### src/rtl/main_tx.sv
// main_tx: skid-buffered transmit flow controller feeding the router main FIFO
// through push_main/data_in, honouring the registered pause and a per-burst gap.
module main_tx #(
    parameter int unsigned DATA_SIZE = 6,
    parameter int unsigned DEPTH     = 4,
    parameter int unsigned BURST_MAX = 8
) (
    input  logic                 clk,
    input  logic                 reset,
    input  logic                 in_valid,
    input  logic [DATA_SIZE-1:0] in_data,
    output logic                 in_ready,
    input  logic                 enable,
    input  logic                 pause,
    output logic                 push_main,
    output logic [DATA_SIZE-1:0] data_in,
    output logic [7:0]           tx_count,
    output logic                 buf_empty,
    output logic [1:0]           state
);
    localparam int unsigned AW = $clog2(DEPTH);
    localparam int unsigned CW = AW + 1;

    typedef enum logic [1:0] {
        IDLE = 2'b00,
        SEND = 2'b01,
        HOLD = 2'b10,
        GAP  = 2'b11
    } state_t;

    state_t               r_state;
    state_t               w_next_state;
    logic [DATA_SIZE-1:0] r_mem [DEPTH];
    logic [AW-1:0]        r_wr_ptr;
    logic [AW-1:0]        r_rd_ptr;
    logic [CW-1:0]        r_count;
    logic [7:0]           r_burst;
    logic [7:0]           r_tx_count;
    logic                 r_push_main;
    logic [DATA_SIZE-1:0] r_data_in;
    logic                 w_write;
    logic                 w_issue;
    logic                 w_nonempty;
    logic                 w_drains;
    logic                 w_burst_done;

    assign w_nonempty   = (r_count != '0);
    assign in_ready     = !reset && (r_count < CW'(DEPTH));
    assign w_write      = in_valid && in_ready;
    assign w_issue      = (r_state == SEND) && enable && !pause && w_nonempty;
    // Buffer is dry after this cycle: already empty, or the last word leaves unreplaced
    assign w_drains     = !w_nonempty || ((r_count == CW'(1)) && !w_write);
    assign w_burst_done = w_issue && (({1'b0, r_burst} + 9'd1) == 9'(BURST_MAX));

    always_comb begin
        w_next_state = r_state;
        case (r_state)
            IDLE: if (enable && !pause && w_nonempty) w_next_state = SEND;
            SEND: begin
                if (pause)                     w_next_state = HOLD;
                else if (!enable || w_drains)  w_next_state = IDLE;
                else if (w_burst_done)         w_next_state = GAP;
            end
            HOLD: if (!pause) w_next_state = (enable && w_nonempty) ? SEND : IDLE;
            GAP: begin
                if (pause)                       w_next_state = HOLD;
                else if (enable && w_nonempty)   w_next_state = SEND;
                else                             w_next_state = IDLE;
            end
            default: w_next_state = IDLE;
        endcase
    end

    always_ff @(posedge clk) begin
        if (reset) r_state <= IDLE;
        else       r_state <= w_next_state;
    end

    always_ff @(posedge clk) begin
        if (w_write) r_mem[r_wr_ptr] <= in_data;
    end

    always_ff @(posedge clk) begin
        if (reset) begin
            r_wr_ptr    <= '0;
            r_rd_ptr    <= '0;
            r_count     <= '0;
            r_burst     <= '0;
            r_tx_count  <= '0;
            r_push_main <= 1'b0;
            r_data_in   <= '0;
        end else begin
            if (w_write) r_wr_ptr <= r_wr_ptr + AW'(1);
            if (w_issue) begin
                r_rd_ptr    <= r_rd_ptr + AW'(1);
                r_tx_count  <= r_tx_count + 8'd1;
                r_data_in   <= r_mem[r_rd_ptr];
                r_push_main <= 1'b1;
            end else begin
                r_push_main <= 1'b0;
            end
            if (w_write && !w_issue)      r_count <= r_count + CW'(1);
            else if (!w_write && w_issue) r_count <= r_count - CW'(1);
            // Any break in sending (gap, idle, hold) restarts the burst
            if (r_state == GAP || w_next_state == IDLE || w_next_state == HOLD)
                r_burst <= '0;
            else if (w_issue)
                r_burst <= r_burst + 8'd1;
        end
    end

    assign push_main = r_push_main;
    assign data_in   = r_data_in;
    assign tx_count  = r_tx_count;
    assign buf_empty = !w_nonempty;
    assign state     = r_state;
endmodule

### config.mk
export PLATFORM = sky130hd
export DESIGN_NAME = main_tx
export DESIGN_NICKNAME = d
export VERILOG_FILES = /design/src/rtl/main_tx.sv
export SDC_FILE = /design/constraint.sdc
export NUM_CORES = 1
export LEC_CHECK = 0
export CAP_MARGIN = 20
export CORE_AREA = 3 3 83 85
export CTS_BUF_LIST = sky130_fd_sc_hd__clkbuf_4 sky130_fd_sc_hd__clkbuf_8
export DETAILED_ROUTE_END_ITERATION = 10
export DIE_AREA = 0 0 86 88
export SYNTH_ARGS = -nofsm -noshare
export SYNTH_HDL_FRONTEND = slang
export SYNTH_SLANG_ARGS = --single-unit
### constraint.sdc
create_clock -name clk -period 3.17 [get_ports clk]
set_clock_uncertainty 0.15 [all_clocks]
set_input_delay 0.634 -clock clk [delete_from_list [all_inputs] [get_ports clk]]
set_output_delay 0.634 -clock clk [all_outputs]
set_load 0.05 [all_outputs]
==> impl_metrics.csv <==
group,metric,value,unit
timing,fin_tns_setup,0,ns
logic_synthesis,ys.flop_type,"dfxtp_1",
critical_path,arrival,1.87,ns
finish,n_antenna_cell,0,
timing,min_period,2.65,ns
placed_design,io_buffers,29,
floorplan,io_pins,30,
floorplan,die_y,88,um
cts,path_clk_slew,0.11,ns
power_and_ir_drop,power,1.32,mW
logic_synthesis,async_flop_share,0,%
drt,dr.pass1.iters,4,
logic_synthesis,synth_area,2460,um2
placed_design,globalplace.congestion,0.748,
logic_synthesis,synthCells,222,
critical_path,path_max_fanout,3,
floorplan,initial_utilization,39.1,%
timing,drv_slew,0,
floorplan,die_area,7570,um2
cts,cts_resized,0,
floorplan,coreArea,6280,um2
cts,htreeDepth,2,
cts,clock_sinks,56,
drt,drt-initial-drc-count,74,
timing,hold_violations,0,
timing,worst_pin_slew,0.512,ns
global_route,grt_use_total,12.6,%
critical_path,worst_setup_path_end_kind,"primary output",
global_route,grt_max_degree,27,
critical_path,worst-endpoint-required,2.39,ns
drt,viasPerCell,4.92,
global_route,grt_pass1_wl,7430,um
logic_synthesis,yosysSeqAreaShare,55.4,%
cts,hold_buffers,0,
finish,final_nets,273,
logic_synthesis,ys_warn_count,0,
critical_path,cp-startpoint,"r_count[1]",
floorplan,placementRows,29,
timing,setup_viol,0,
power_and_ir_drop,peakVddDrop,0.000240,V
logic_synthesis,yosys.cell_types.count,35,
finish,utilization,46.6,%
critical_path,criticalPathCategory,"reg2out",
worst_hold_path,worstHoldPathType,"reg2reg",
global_route,grt-ovfl-total,0,
critical_path,reg2reg_depth,8,
cts,clock_latency,0.31,ns
timing,rsz0062_at_grt,"no",
critical_path,r2r_start,"r_count[0]",
logic_synthesis,ys_ff_latch,56,
cts,cts_buffers,5,
critical_path,startpoint_type,"flip-flop",
critical_path,rrSetupSlack,1.00,ns
cts,cts-root-buf,"clkbuf_8",
drt,routed-via-count,1613,
critical_path,cp-endpoint,"buf_empty",
finish,multiInputGateArea,1010,um2
outcome,status,"complete, no violations",
placed_design,dp_hpwl,2960,um
drt,finalWirelength,4370,um
drt,ant_nets,0,
finish,ff_latch_area,1360,um2
logic_synthesis,syn_area_per_cell,11.1,um2
timing,period_share,83.6,%
logic_synthesis,syn-num-nets,245,
cts,postCtsSetupBuffers,0,
cts,cts_tree,"done",
timing,fmax,377,MHz
logic_synthesis,synth-edff-count,24,
timing,maxSlewHeadroom,65.8,%
power_and_ir_drop,leakagePower,1.01,nW
drt,drc,0,
global_route,grt_pass1_vias,1575,
job,maxCapViolCount,0,
floorplan,die_w,86,um
power_and_ir_drop,power_density,451,nW/um2
finish,nFillCells,587,
finish,drive_above_1_share,8.76,%
cts,clockBufferDepth,2,
drt,detail_route.wl_per_cell,13.3,um
global_route,antenna_found_initial,0,
critical_path,r2r-end,"r_count[2]",
finish,areaGrowthSynthToFinish,19.0,%
==> per-layer routing <==
metal	vias up	track usage [%]	routed length [um]
met5	-	0	0
met1	767	15.6	2040
met3	2	3.57	170
met4	0	3.45	19
met2	25	21.7	2140
li1	819	-	-
==> stage by stage <==
stage	instances	setup slack [ns]	cell area, um2	hold slack, ns
final	328	0.519	2930	0.316
after global routing	328	0.391	2930	0.335
after CTS	328	0.492	2930	0.321
after detailed placement	320	0.564	2830	0.305
after global placement	320	0.561	2830	0.298
after floorplan	222	0.305	2460	0.327
==> where the power goes <==
part	switching, mW	leakage, nW	internal, mW
Combinational	0.0652	0.483	0.0494
Clock	0.261	0.0511	0.168
Sequential	0.00889	0.476	0.768
Total	0.335	1.01	0.985
==> cell usage after synthesis, drive strengths merged (6+ instances only) <==
| cell | number | share of area, % |
|---|---|---|
| a21oi | 11 | 2.2 |
| buf | 9 | 1.8 |
| dfxtp | 32 | 26 |
| edfxtp | 24 | 29 |
| ha | 12 | 6.1 |
| inv | 7 | 1.1 |
| mux4 | 6 | 5.5 |
| nand2 | 29 | 4.4 |
| nand4 | 7 | 1.8 |
| nor2 | 27 | 4.1 |
| o21ai | 6 | 1.2 |
| xnor2 | 10 | 3.6 |
| xor2 | 10 | 3.6 |
==> cell type report <==
cell class / instances / share of cell area [%]
Tap cell: 77 / 3.29
Sequential cell: 56 / 46.5
Multi-Input combinational cell: 147 / 34.6
Timing Repair Buffer: 33 / 11.3
Clock buffer: 5 / 2.35
Inverter: 7 / 0.898
Clock inverter: 3 / 0.984
==> worst min path at each step <==
| stage | from | end | slack, ns | cells past startpoint |
|---|---|---|---|---|
| 2_1_floorplan | r_burst[1] | r_burst[1] | 0.33 | 2 |
| 3_3_place_gp | data_in[1] | data_in[1] | 0.30 | 2 |
| 3_5_place_dp | data_in[3] | data_in[3] | 0.31 | 2 |
| 4_1_cts | data_in[3] | data_in[3] | 0.32 | 2 |
| 5_1_grt | data_in[3] | data_in[3] | 0.33 | 2 |
| 6_report | data_in[1] | data_in[1] | 0.32 | 2 |
==> placed cells by master (no fill, tap or decap), types with 3 or more instances in the layout <==
cell type        Yosys  layout
inv_1                6       6
nand4_1              7       7
xor2_1              10      10
o21ai_0              6       6
dfxtp_1             32      32
clkbuf_8             0       5
mux4_2               6       6
a21oi_1             11      11
edfxtp_1            24      24
buf_4                1       4
nand3_1              3       3
nand2_1             29      29
and3_1               5       5
nor2_1              27      27
clkdlybuf4s50_1      0      28
ha_1                12      12
xnor2_1             10      10
==> cell families after synthesis <==
family          count (synthesis)  share of synthesized area [%]
flops                          56                           55.4
simple gates                   86                           17.0
mux                             8                           6.31
compound gates                 21                           4.74
xor+xnor                       20                           7.13
buf+inv                        19                           3.36
fa+ha+maj                      12                           6.11
==> critical path, cell delays in order, from the launching register on <==
cell             delay (ns)
dfxtp_1                0.34
inv_1                  0.11
ha_1                   0.16
nand2b_1               0.09
inv_1                  0.06
clkdlybuf4s50_1        0.79
==> flip-flops by register name, summed over array words and instances (netlist names) <==
name	cells
data_in	6
r_rd_ptr	2
r_wr_ptr	2
r_count	3
r_burst	8
push_main	1
state	2
tx_count	8
r_mem	24
No activity file was read; power rests on OpenSTA's default activity.
